--- src/rtl/counter_pkg.sv ---
`default_nettype none
// +--------------------------------------------------------------------------+
// | Package     : counter_pkg                                                |
// | Description : Shared definitions for the 8Queen index counters: mode     |
// |               encodings for sat_mode, board geometry constants and the   |
// |               clamp-to-range helper used by load and saturate logic.     |
// | Revision    : 1.0  initial release                                       |
// +--------------------------------------------------------------------------+
package counter_pkg;

  // sat_mode encodings
  localparam logic MODE_WRAP = 1'b0;
  localparam logic MODE_SAT  = 1'b1;

  // 8Queen board geometry: index counters use N=IDX_W, MAX=BOARD_N-1
  localparam int BOARD_N = 8;
  localparam int IDX_W   = 3;

  // Clamp an unsigned quantity into 0..max_val. Operands are carried at
  // 32 bits so the helper serves any counter width up to 31.
  function automatic logic [31:0] clamp_to_range(input logic [31:0] val,
                                                 input logic [31:0] max_val);
    return (val > max_val) ? max_val : val;
  endfunction

endpackage : counter_pkg
`default_nettype wire

--- src/rtl/updown_mod_counter.sv ---
`default_nettype none
// +--------------------------------------------------------------------------+
// | Module      : updown_mod_counter                                         |
// | Description : Up/down counter over 0..MAX (modulus MAX+1) with runtime   |
// |               wrap/saturate mode, synchronous clear, clamped parallel    |
// |               load, zero/terminal flags and registered carry/borrow      |
// |               pulses for cascading.                                      |
// | Revision    : 1.0  initial release                                       |
// |                                                                          |
// | Build option: UPDOWN_MOD_COUNTER_STEP_EN adds input step[N-1:0]; each    |
// |               count moves by step modulo MAX+1. Undefined: step is 1.    |
// |                                                                          |
// | Ports:                                                                   |
// |   clk        in   1  rising-edge clock                                   |
// |   reset      in   1  asynchronous active-low reset                       |
// |   clear      in   1  synchronous clear to RESET_VAL (highest priority)   |
// |   load       in   1  synchronous load of data (clamped to MAX)           |
// |   data       in   N  load value                                          |
// |   count_up   in   1  increment request                                   |
// |   count_down in   1  decrement request                                   |
// |   sat_mode   in   1  1 = saturate at bounds, 0 = wrap modulo MAX+1       |
// |   step       in   N  count stride (only with UPDOWN_MOD_COUNTER_STEP_EN) |
// |   value      out  N  current count (registered)                          |
// |   zero       out  1  value == 0                                          |
// |   at_max     out  1  value == MAX                                        |
// |   msb        out  1  value[N-1]                                          |
// |   carry      out  1  one-cycle pulse: up-count wrapped past MAX          |
// |   borrow     out  1  one-cycle pulse: down-count wrapped below 0         |
// +--------------------------------------------------------------------------+
module updown_mod_counter
  import counter_pkg::*;
#(
  parameter int N         = 4,
  parameter int MAX       = 2**N - 1,
  parameter int RESET_VAL = 0
) (
  input  logic         clk,
  input  logic         reset,
  input  logic         clear,
  input  logic         load,
  input  logic [N-1:0] data,
  input  logic         count_up,
  input  logic         count_down,
  input  logic         sat_mode,
`ifdef UPDOWN_MOD_COUNTER_STEP_EN
  input  logic [N-1:0] step,
`endif
  output logic [N-1:0] value,
  output logic         zero,
  output logic         at_max,
  output logic         msb,
  output logic         carry,
  output logic         borrow
);

  // All arithmetic is done one bit wider than the counter so that a sum
  // such as MAX+step never aliases back into range when MAX < 2**N-1.
  localparam logic [N:0]   MAX_X   = (N+1)'(MAX);
  localparam logic [N:0]   MOD_X   = (N+1)'(MAX + 1);
  localparam logic [N-1:0] MAX_V   = N'(MAX);
  localparam logic [N-1:0] RESET_V = N'(RESET_VAL);

  logic [N:0]   step_x;
  logic [N:0]   value_x;
  logic [N:0]   sum_x;
  logic [N:0]   wrap_dn_x;
  logic [N-1:0] value_nxt;
  logic         carry_nxt;
  logic         borrow_nxt;
  logic         do_up;
  logic         do_down;

`ifdef UPDOWN_MOD_COUNTER_STEP_EN
  // A stride larger than the modulus is equivalent to its residue; reducing
  // it first keeps every sum below 2*(MAX+1) so a single wrap suffices.
  assign step_x = {1'b0, step} % MOD_X;
`else
  assign step_x = (N+1)'(1);
`endif

  assign value_x = {1'b0, value};
  assign sum_x   = value_x + step_x;
  // Down-count that crosses zero: value - step + (MAX+1). Only used when
  // value < step, so the result is always within 0..MAX.
  assign wrap_dn_x = (MOD_X - step_x) + value_x;

  // Simultaneous up and down requests cancel out.
  assign do_up   = count_up & ~count_down;
  assign do_down = count_down & ~count_up;

  always_comb begin
    value_nxt  = value;
    carry_nxt  = 1'b0;
    borrow_nxt = 1'b0;

    if (clear) begin
      value_nxt = RESET_V;
    end else if (load) begin
      value_nxt = N'(clamp_to_range(32'(data), 32'(MAX)));
    end else if (do_up) begin
      if (sum_x > MAX_X) begin
        if (sat_mode == MODE_SAT) begin
          value_nxt = N'(clamp_to_range(32'(sum_x), 32'(MAX)));
        end else begin
          value_nxt = N'(sum_x - MOD_X);
          carry_nxt = 1'b1;
        end
      end else begin
        value_nxt = N'(sum_x);
      end
    end else if (do_down) begin
      if (value_x < step_x) begin
        if (sat_mode == MODE_SAT) begin
          value_nxt = '0;
        end else begin
          value_nxt  = N'(wrap_dn_x);
          borrow_nxt = 1'b1;
        end
      end else begin
        value_nxt = N'(value_x - step_x);
      end
    end
  end

  always_ff @(posedge clk or negedge reset) begin
    if (!reset) begin
      value  <= RESET_V;
      carry  <= 1'b0;
      borrow <= 1'b0;
    end else begin
      value  <= value_nxt;
      carry  <= carry_nxt;
      borrow <= borrow_nxt;
    end
  end

  // Flags decode straight from the register so they are valid in the same
  // cycle as value, including while reset is held.
  assign zero   = (value == '0);
  assign at_max = (value == MAX_V);
  assign msb    = value[N-1];

endmodule : updown_mod_counter
`default_nettype wire

--- config.mk ---
export PLATFORM = sky130hd
export DESIGN_NAME = updown_mod_counter
export DESIGN_NICKNAME = d
export VERILOG_FILES = /design/src/rtl/counter_pkg.sv /design/src/rtl/updown_mod_counter.sv
export SDC_FILE = /design/constraint.sdc
export NUM_CORES = 1
export LEC_CHECK = 0
export BUFFER_PORTS_ARGS = -buffer_cell sky130_fd_sc_hd__buf_2
export CORE_AREA = 2 2 39 41
export CTS_CLUSTER_SIZE = 20
export DETAILED_ROUTE_END_ITERATION = 12
export DIE_AREA = 0 0 41 43
export PLACE_DENSITY = 0.77
export SLEW_MARGIN = 20
export SYNTH_ARGS = -nofsm -noshare
export SYNTH_HDL_FRONTEND = slang
export SYNTH_SLANG_ARGS = --single-unit
--- constraint.sdc ---
create_clock -name clk -period 3.45 [get_ports clk]
set_input_delay 0.5175 -clock clk [delete_from_list [all_inputs] [get_ports clk]]
set_output_delay 0.5175 -clock clk [all_outputs]
set_load 0.02 [all_outputs]
### Word level (Yosys, flattened, before mapping)

Index checks and enable logic that the tools add are counted.

* register bits after elaboration: 6
* input bits: 11
* output and inout port bits: 9
* logic and storage cells: 36

* add/sub/neg operators: 4
* $lt $le $gt $ge: 3
* equality and inequality tests: 1
* multiplexer cells: 19
* bitwise operators: 4
* reduce and logical (&&, ||, !) cells: 2

Operators with widths (count)
* 4-bit 2-to-1 mux: 9
* 5-bit by 4-bit greater-than comparator with 1-bit output (second input constant): 2
* 1-bit 2-to-1 mux: 10
* 4-bit by 1-bit subtractor with 4-bit output (second input constant): 2
* 4-bit by 1-bit adder with 5-bit output (second input constant): 1
* 4-bit adder (first input constant): 1
* 4-bit == test (second input constant): 1
* 4-bit logical NOT: 1
* 4-bit by 1-bit less-than comparator with 1-bit output (second input constant): 1
* 4-bit nonzero test: 1
* 1-bit bitwise AND: 2
* 1-bit NOT: 2

### Longest topological paths before layout

Gate-level depths: netlist of the first run.

* depth after elaboration: 8
* gate-level depth with buffers: 7
* mapped depth without buffers: 6

### Worst setup path before layout of the first run

No wires, ideal clock.

* path type: reg2reg
* from: register value[0]
* to: register value[1]
* library setup time: 0.131 ns
* data arrival time: 1.836 ns
* required time: 3.319 ns
* slack: 1.483 ns
* stages on the path, launching flop included: 7
* buffers on the path: 0
* period minus slack after synthesis: 1.967 ns
* cells stage by stage: dfrtp_1 -> inv_1 -> ha_1 -> nor3b_1 -> a211o_1 -> a21o_2 -> o211ai_2

* longest elaborated chain between the ends: 8
* elaborated cells between the ends (all ways): 16
* classes of those cells: add/sub: 4; order compare: 3; mux: 9

Ends and longest elaborated chain
* start: declaration: RTL line updown_mod_counter.sv:48 `output logic [N-1:0] value,`
* start signal: assignment: RTL line updown_mod_counter.sv:131 `value <= value_nxt;`
* 4-bit by 1-bit adder with 5-bit output: RTL line updown_mod_counter.sv:82 `assign sum_x = value_x + step_x;`
* 5-bit by 4-bit greater-than comparator with 1-bit output: RTL line counter_pkg.sv:23, updown_mod_counter.sv:101
* 4-bit 2-to-1 mux: RTL line counter_pkg.sv:23 `return (val > max_val) ? max_val : val;`
* 4-bit 2-to-1 mux: RTL line updown_mod_counter.sv:102 `if (sat_mode == MODE_SAT) begin`
* 4-bit 2-to-1 mux: RTL line updown_mod_counter.sv:101 `if (sum_x > MAX_X) begin`
* 4-bit 2-to-1 mux (*): RTL line updown_mod_counter.sv:100 `end else if (do_up) begin`
* 4-bit 2-to-1 mux (*): RTL line updown_mod_counter.sv:98 `end else if (load) begin`
* 4-bit 2-to-1 mux (*): RTL line updown_mod_counter.sv:96 `if (clear) begin`

Mark *: on every way between the ends. The rest lies on a longest branch, timed or not. The select of a mux whose other input is x is not followed.
A chain may end at the register's enable or synchronous reset.

### Worst setup path after layout of the first run

* from: register value[0]
* to: output port zero

* longest elaborated chain between the ends: 1

Ends and longest elaborated chain
* 4-bit logical NOT: RTL line updown_mod_counter.sv:139 `assign zero = (value == '0);`
* end: declaration: RTL line updown_mod_counter.sv:49 `output logic zero,`

No other way between the ends.

==> results of run 1 <==
==> through the flow <==
stage | total power (uW) | std cells | hold slack [ns]
CTS | 272 | 102 | 0.0757
global placement | 203 | 99 | 0.340
floorplan | 182 | 70 | 0.222
finish | 270 | 102 | 0.0790
global route | 285 | 102 | 0.0885
detailed placement | 204 | 99 | 0.343
==> synthesized netlist by cell type, drive strengths merged <==
library cell / instances / area share, %
nand2: 9 / 5.2
dfrtp: 6 / 23
inv: 6 / 3.5
buf: 5 / 7.6
ha: 5 / 9.7
a21o: 4 / 4.9
a21oi: 4 / 3.1
nor3: 3 / 2.3
o211ai: 3 / 5.0
o21ai: 3 / 2.3
and3: 2 / 2.7
mux2: 2 / 3.5
nor2: 2 / 1.2
nor3b: 2 / 2.3
nor4b: 2 / 5.0
xnor2: 2 / 5.0
a211o: 1 / 1.4
a211oi: 1 / 1.2
a221o: 1 / 1.6
a31o: 1 / 1.4
a41oi: 1 / 2.5
and2: 1 / 0.97
clkbuf: 1 / 0.78
nand3: 1 / 0.78
o31a: 1 / 1.4
or2: 1 / 1.4
==> path summary, 6_finish.rpt <==
path / start / endpoint
worst max register to register: value[0] / value[1]
max in group asynchronous: reset / value[3]
min in group clk: data[3] / value[3]
worst min register to register: value[1] / value[1]
worst max-delay path: value[0] / zero
worst min-delay path: reset / value[2]
==> report_power, final <==
group / leakage (uW) / switching (uW) / total, uW / internal (uW)
clock network: 0.0000138 / 26.0 / 65.4 / 39.4
registers: 0.0000801 / 17.2 / 93.9 / 76.6
logic: 0.000268 / 57.9 / 110 / 52.3
==> layout make-up <==
type	count	area share (%)
multi-input combinational	52	57.4
tap	16	2.75
timing repair buffer	19	13.1
sequential	6	20.6
clock buffer	3	3.09
inverter	6	3.09
==> registers in the layout (all words and copies together) (netlist names) <==
name    count
carry       1
value       4
borrow      1
==> kinds of logic (layout without fill, tap and decap cells) <==
| group | count (synthesis) | count (layout) | share of synthesized area [%] |
|---|---|---|---|
| buf+inv | 12 | 28 | 11.8 |
| xor+xnor | 2 | 2 | 5.05 |
| mux | 2 | 2 | 3.49 |
| fa+ha+maj | 5 | 5 | 9.71 |
| simple gates | 23 | 23 | 21.9 |
| flops | 6 | 6 | 23.3 |
| compound gates | 20 | 20 | 24.7 |
==> cell usage in the layout, fill, tap and decap left out, drive strengths merged <==
master / synthesis / final
buf: 5 / 19
nand2: 9 / 9
inv: 6 / 6
dfrtp: 6 / 6
ha: 5 / 5
a21oi: 4 / 4
a21o: 4 / 4
nor3: 3 / 3
clkbuf: 1 / 3
o211ai: 3 / 3
o21ai: 3 / 3
nor3b: 2 / 2
xnor2: 2 / 2
nor2: 2 / 2
mux2: 2 / 2
and3: 2 / 2
nor4b: 2 / 2
nand3: 1 / 1
or2: 1 / 1
a31o: 1 / 1
a41oi: 1 / 1
a221o: 1 / 1
a211o: 1 / 1
a211oi: 1 / 1
and2: 1 / 1
o31a: 1 / 1
==> per-layer routing <==
layer  vias to the layer above  track usage, %  share of wire [%]
met5                         -               0                  0
met4                         0            12.0                2.1
met3                         2               0                4.6
met2                        20            27.8                 46
met1                       238            24.2                 47
li1                        279               -                  -
==> worst max-delay path: stages (launching register included) <==
cell and delay, ns:
sky130_fd_sc_hd__dfrtp_1 0.48, sky130_fd_sc_hd__inv_1 0.13, sky130_fd_sc_hd__ha_1 0.24, sky130_fd_sc_hd__nor3b_1 0.28, sky130_fd_sc_hd__buf_2 0.22
==> results by stage, run 1 <==
Synth:
- The number of instances in the synthesized netlist is 70.
- The area of the mapped netlist is 644 um^2.
- When the netlist entered floorplanning its net count stood at 86.
- Yosys mapped the design onto 32 distinct sky130hd cell types.
- After synthesis, the mean cell area works out to slightly above 9 um^2.
- During synthesis, Yosys emitted a total of 0 warnings.
- The number of register bits inferred by synthesis is 6.
- After synthesis, flip-flops and latches occupy between 20% and 30% of the total area.

STA:
- The post-layout minimum cycle time is 2.11 ns.
- The slew at the pin closest to its max-slew limit is ~0.47 ns.
- The worst pin sits at a relative slew slack of 68.8%.
- The final critical path takes up just over 60% of the cycle.
- For the final database, setup skew stands at between 0.004 and 0.005 ns.
- The number of hold-slack violations in the final timing report came to 0.
- Adding up every negative setup slack in the final design gives 0 ns.
- The worst setup margin is 1.34 ns.
- Setup repair after global routing left no endpoint under its margin.
- Setup violations remaining at the end of the flow were counted as 0.
- Based on the critical path, the design can be clocked at up to roughly 0.47 GHz.
- The final max-slew violation count came to 0.

Route:
- For this block, the initial DRC count from the detailed router was 17.
- The first detailed-routing pass ran for 4 iterations.
- In the final routed layout, each cell accounts on average for 12.7 um.
- The wire length reported by the detailed router is around 1300 um.
- The detail route stage leaves a number of antenna-violating nets equal to 0.
- Detailed routing inserted a total of 539 vias.
- For this run, design rule violations remaining after detail routing come to 0.
- The average vias per placed instance is approximately 5.3.

Worst setup path:
- STA puts the critical path data required time at 2.93 ns.
- The count of cells along the worst register-to-register path is 5.
- The endpoint class of the critical path is a primary output.
- Along the worst path, the maximum fanout reaches 8.
- Setup slack on the worst reg-to-reg path comes out at 1.67 ns.
- At the worst endpoint, the arrival time is ~1.6 ns.
- The startpoint type of the worst setup path is a flip-flop.
- The worst setup path is of the reg2out kind.

Final layout:
- The filler cell count is between 100 and 150.
- The total non-filler cell area in the finished layout is approximately 730 um^2.
- The final core utilization is a little over half.
- The final-stage net count is between 100 and 150.
- The number of antenna diodes in the final layout is 0.
- Cells with a size suffix above 1 make up between 30% and 40% of the layout.
- The multi-input gate area in the final layout is 418 um^2.
- The sequential cell area in the final layout is 150 um^2.
- Relative to the synthesized area, the layout overhead comes to 13.0%.

Clock tree:
- Post-CTS timing repair inserted 0 buffers for setup.
- CTS placed an instance of sky130_fd_sc_hd__clkbuf_4 at the clock tree root.
- The later pin in the worst-skew pair is clocked with a latency of 0.25 ns.
- In this run, post-CTS repair resized a total of 0 instances.
- The post-cts hold buffer count is 0.
- The clock tree from TritonCTS is done.
- The number of clock sinks seen by CTS is 6.
- In this run the number of H-tree levels came out at 1.
- In this run, CTS created clock tree buffers numbering 3.
- The number of buffers between clock root and the deepest sink is 2.
- Clock-pin slew was measured on the worst setup and hold paths at 0.05 ns.

Die:
- The die is between 40 and 50 um wide.
- The floorplan has 14 rows.
- The initial standard-cell utilization of the core is 46.6%.
- The number of I/O pins is 20.
- The overall die height is 43 um.
- The area of the core region is 0.00138 mm^2.
- The die covers about 0.0018 mm^2.

Worst hold path:
- In this run the worst hold path is classified as in2async.

GRT:
- The first-pass GRT wire length is around 2200 um.
- The initial antenna violation count is 0.
- The number of global-route vias before repair is roughly 510.
- The largest net degree at the start of global routing is 11.
- For this run the aggregate overflow at the end of global routing stands at 0.
- For this run, the total global-route usage over all layers was measured as approximately 18%.

Outcome:
- The flow ran to the end, and the final reports show no timing, DRC or antenna violations.

Placed design:
- The HPWL after detailed placement is about 1000 um.
- Port buffering added 19 buffers.
- The congestion estimate from routability-driven global placement came to 0.871.
- Once placement finished, the instance area stood at around 700 um^2.
- OpenSTA, run right after detailed placement, puts the worst setup slack at approximately 1.6 ns.

Pwr:
- The analysis attributes to cell leakage a power of 0.000362 uW.
- The worst ir drop on vdd is about 0.13 mV.
- The power per cell area is approximately 370 mW/mm^2.

Flow run:
- The number of maximum-capacitance violations is 0.
(Power assumes the default switching activity.)
==> inputs of run 2 (changes only) <==
--- a/config.mk
+++ b/config.mk
@@ -5,12 +5,13 @@
 export SDC_FILE = /design/constraint.sdc
 export NUM_CORES = 1
 export LEC_CHECK = 0
+export ABC_AREA = 1
 export BUFFER_PORTS_ARGS = -buffer_cell sky130_fd_sc_hd__buf_2
 export CORE_AREA = 2 2 39 41
 export CTS_CLUSTER_SIZE = 20
 export DETAILED_ROUTE_END_ITERATION = 12
 export DIE_AREA = 0 0 41 43
-export PLACE_DENSITY = 0.77
+export PLACE_DENSITY = 0.74
 export SLEW_MARGIN = 20
 export SYNTH_ARGS = -nofsm -noshare
 export SYNTH_HDL_FRONTEND = slang
==> constraint.sdc (replaced) <==
create_clock -name clk -period 2 [get_ports clk]
set_input_delay 0.3 -clock clk [delete_from_list [all_inputs] [get_ports clk]]
set_output_delay 0.3 -clock clk [all_outputs]
set_load 0.02 [all_outputs]
==> run 2 against run 1 <==
Effect of this change: total power grew 62%; core utilization rose by 0.18 points; setup slack got worse by 1.1 ns; synthesized area decreased by 6.6%; count of clock-buffer cells in the layout stayed put; synthesized cell count grew 37%; register-to-register slack worse by 1.3 ns; largest cell class unchanged; global-route usage rose by 0.40 points; via count increased by 27%.
==> results by stage, run 2 <==
Outcome:
- The flow ran to the end, and the final reports show no timing, DRC or antenna violations.

Clock tree:
- The clock tree from TritonCTS is done.
- The clock latency on the worst-skew pair is 0.24 ns (about the same).
- The H-tree depth reported by CTS is 1 (unchanged).
- The number of clock sinks seen by CTS is 6 (unchanged).
- The clock-pin slew on the worst setup and hold paths was 0.05 ns (about the same).
- The root buffer cell chosen for the clock tree is sky130_fd_sc_hd__clkbuf_4.
- The number of buffers between clock root and the deepest sink was 2 (unchanged).
- The number of buffers inserted during clock tree synthesis is 3 (unchanged).
- The count of buffers added by post-CTS timing repair for setup is 0 (unchanged).

STA:
- The worst-case hold slack is 0.349 ns (+0.270 ns).
- Setup repair after global routing left no endpoint under its margin.
- The setup clock skew after layout is 0.00751 ns (+0.00350 ns).
- The period utilization is between 80% and 90%.
- The post-layout minimum cycle time is 1.77 ns.
- The total negative slack for setup checks is 0 ns (unchanged).
- The total of endpoints with negative setup slack in the final report is 0 (unchanged).
- The slew at the pin closest to its max-slew limit is 0.412 ns (-0.0556 ns).
- Based on the critical path, the design can be clocked at up to between 0.5 and 0.6 GHz.
- The relative slew slack came to 72.6% (+3.8 points).
- The number of hold-slack violations in the final timing report came to 0 (unchanged).
- The final max-slew violation count is 0 (unchanged).
- The worst setup margin came to 0.229 ns (-1.11 ns).

Synth:
- The post-synthesis area per instance is 6.27 um^2 (-32%).
- The total nets after synthesis is 112 (+30%).
- The area of the mapped netlist is 602 um^2 (-6.6%).
- The number of register bits inferred by synthesis is 6 (unchanged).
- The number of instances in the synthesized netlist is 96 (+37%).
- The share of the synthesized area in the top cell type was 24.9% (+1.6 points).
- The proportion of synthesized flip-flops having asynchronous set or reset is 100% (unchanged).
- The largest total area in the synthesized netlist belongs to sky130_fd_sc_hd__dfrtp_1.
- Sorting the synthesized cells by area gives the leading types as sky130_fd_sc_hd__dfrtp_1 (25%), sky130_fd_sc_hd__nand2_1 (19%), sky130_fd_sc_hd__ha_1 (10%).
- The dominant synthesized flop cell is sky130_fd_sc_hd__dfrtp_1.
- The sequential fraction of the synthesis area is 24.9% (+1.6 points).
- The unique cell type count in the Yosys netlist is 21 (-34%).
- The count of synthesis-stage warnings from yosys is 0 (unchanged).
- The library cell with the highest instance count after synthesis is sky130_fd_sc_hd__nand2_1.
- The number of synthesized flops with an enable pin is 0 (unchanged).
- Sorting the synthesized cells by how often they occur yields sky130_fd_sc_hd__nand2_1 (31), sky130_fd_sc_hd__inv_1 (12), sky130_fd_sc_hd__nor2_1 (11), sky130_fd_sc_hd__dfrtp_1 (6), sky130_fd_sc_hd__nand3_1 (6).

Die:
- The area of the core region is 0.00138 mm^2 (unchanged).
- The horizontal die dimension was 41 um (unchanged).
- The initial standard-cell utilization of the core is 43.5% (-3.1 points).
- The placement row count is 14 (unchanged).
- The die area is 0.00176 mm^2 (unchanged).
- The number of I/O pins was 20 (unchanged).
- The overall die height is 43 um (unchanged).

Placed design:
- The post-place setup slack is 0.400 ns (-1.19 ns).
- The placer congestion estimate is 0.856 (-1.7%).
- The instance count after placement with tap cells included is 129 (+30%).
- The HPWL after detailed placement is 1090 um (+7.7%).
- The quantity of I/O buffers inserted on ports is 19 (unchanged).
- The placement-stage cell area is 698 um^2 (-1.1%).

GRT:
- The overall overflow remaining after global route is 0 (unchanged).
- The initial antenna violation count is 0 (unchanged).
- The largest net degree at the start of global routing is 11 (unchanged).
- The total track usage came to 18.7% (+0.40 points).
- The number of global-route vias before repair is 574 (+12%).
- The first-pass GRT wire length is 2310 um (+6.0%).

Final layout:
- The post-layout instance count excluding filler cells is 133 (+30%).
- The largest registers in the layout are value (4), borrow (1), carry (1).
- The number of inserted diodes is 0 (unchanged).
- The fraction of final layout cells with drive strength greater than 1 came to 27.4% (-11 points).
- The final-stage net count is 135 (+30%).
- The most flop-heavy register is value.
- The area growth from synthesis to layout is 21.4%.
- The number of flip-flops under the largest register name was 4 (unchanged).
- The top cell types in the final layout, fill and taps aside, are sky130_fd_sc_hd__nand2_1 (31), sky130_fd_sc_hd__buf_2 (19), sky130_fd_sc_hd__inv_1 (12), sky130_fd_sc_hd__nor2_1 (11).
- The total non-filler cell area in the finished layout was 731 um^2 (+0.34%).
- The library cell used most frequently in the layout, excluding fill and tap cells, is sky130_fd_sc_hd__nand2_1.

Pwr:
- The internal power consumption was 262 uW (+56%).
- The worst ir drop on vdd was 0.296 mV (+130%).
- The switching share of power is 39.9% (+2.3 points).
- The combinational share of power is 38.9% (-2.0 points).
- The sequential share of power is 36.3% (+1.5 points).
- The power per cell area is 596 mW/mm^2 (+61%).
- The clock network fraction of total power is 24.8% (+0.5 points).
- The power spent charging and discharging nets came to 174 uW (+72%).
- The standby leakage power is 0.000437 uW (+21%).

Worst setup path:
- The worst endpoint data arrival time was 1.47 ns (-0.12 ns).
- The count of cells along the worst register-to-register path is 10 (+5).
- The critical register-to-register path startpoint is value[0].
- The required time at the worst-slack endpoint was 1.70 ns (-1.23 ns).
- The critical path is of the reg2out type.
- STA classifies the critical path startpoint as a flip-flop.
- The largest driver fanout on the critical path is 7 (-1).
- The end of the worst register-to-register path is value[0].
- The reg-to-reg setup timing slack is 0.39 ns (-1.28 ns).
- The worst setup path is captured at a primary output.

Worst hold path:
- The path class of the tightest hold or removal check is in2reg.
- The path with the worst hold slack has its endpoint at carry.
- In this run the most critical hold path is launched from clear.
- The worst hold path was traced through 4 stages.

Route:
- The number of routed nets with antenna violations was 0 (unchanged).
- The post-detailed-route wirelength per cell came to 10.3 um (-19%).
- The first-pass detailed-route iteration total is 4 (unchanged).
- The remaining routing DRC violations is 0 (unchanged).
- The number of DRC markers in iteration 0 is 19 (+2).
- The wire length reported by the detailed router is 1360 um (+5.4%).
- The detailed-route via count is 687 (+27%).
- The average vias per placed instance was 5.17 (-2.3%).

Flow run:
- The number of maximum-capacitance violations was 0 (unchanged).
==> run 2: cell types whose count changed in the layout (fill, tap and decap cells not counted), moves of 3 or more <==
cell	delta
sky130_fd_sc_hd__nand2_1	+22
sky130_fd_sc_hd__nor2_1	+9
sky130_fd_sc_hd__inv_1	+6
sky130_fd_sc_hd__nand3_1	+5
sky130_fd_sc_hd__a21o_1	-3
sky130_fd_sc_hd__inv_2	+3
sky130_fd_sc_hd__nand2_2	+3
sky130_fd_sc_hd__nand4_1	+3
==> run 2: layout make-up <==
type                            instances  area, um^2
Clock buffer                            3        22.5
Fill cell                             144         653
Inverter                               16        62.6
Multi-Input combinational cell         72         370
Sequential cell                         6         150
Tap cell                               16        20.0
Timing Repair Buffer                   20         105
==> run 2: logic make-up (layout without fill, tap and decap cells) <==
| kind of cell | after synthesis | in the layout | share of synthesized area [%] |
|---|---|---|---|
| AND/OR/NAND/NOR | 59 | 59 | 43.9 |
| buffers and inverters | 18 | 39 | 13.5 |
| flip-flops | 6 | 6 | 24.9 |
| adder cells (fa/ha/maj) | 5 | 5 | 10.4 |
| AO/OA/AOI/OAI | 8 | 8 | 7.28 |
==> run 2: through the flow <==
step | util (%) | power (uW)
finish | 52.8 | 436
global placement | 50.5 | 325
detailed placement | 50.5 | 327
floorplan | - | 281
CTS | 52.8 | 434
global route | 52.8 | 472
==> run 2: how the worst max path moves through the flow <==
stage / cells after the start / to / slack [ns] / start
6_report: 7 / zero / 0.23 / value[0]
2_1_floorplan: 10 / value[1] / 0.50 / value[0]
3_3_place_gp: 10 / value[0] / 0.42 / value[0]
5_1_grt: 7 / zero / 0.11 / value[0]
3_5_place_dp: 10 / value[0] / 0.40 / value[0]
4_1_cts: 7 / zero / 0.23 / value[0]
==> run 2: critical path, stage by stage (launching register included) <==
cell and delay (ns):
sky130_fd_sc_hd__dfrtp_1 0.46, sky130_fd_sc_hd__inv_2 0.14, sky130_fd_sc_hd__ha_1 0.17, sky130_fd_sc_hd__inv_1 0.06, sky130_fd_sc_hd__nor2_4 0.11, sky130_fd_sc_hd__nand2_1 0.08
sky130_fd_sc_hd__inv_1 0.06, sky130_fd_sc_hd__buf_2 0.15
==> run 2: repair_timing <==
item,CTS,global route
hold buffers,1,0
endpoints found under the hold margin,6,0
resized for setup,0,0
==> run 2: power groups by stage <==
stage / combinational, uW / clock [uW] / sequential [uW]
3_3_place_gp: 166 / 0 / 159
3_5_place_dp: 168 / 0 / 159
2_1_floorplan: 122 / 0 / 160
5_1_grt: 194 / 117 / 160
4_1_cts: 170 / 107 / 157
6_report: 170 / 108 / 158
==> run 2: layer usage <==
metal,vias to the layer above,GRT usage (%),part of all wire (%)
met2,34,28.7,48
met4,0,4.00,0.37
met1,307,26.5,44
met3,2,3.14,7.1
li1,344,-,-
met5,-,0,0
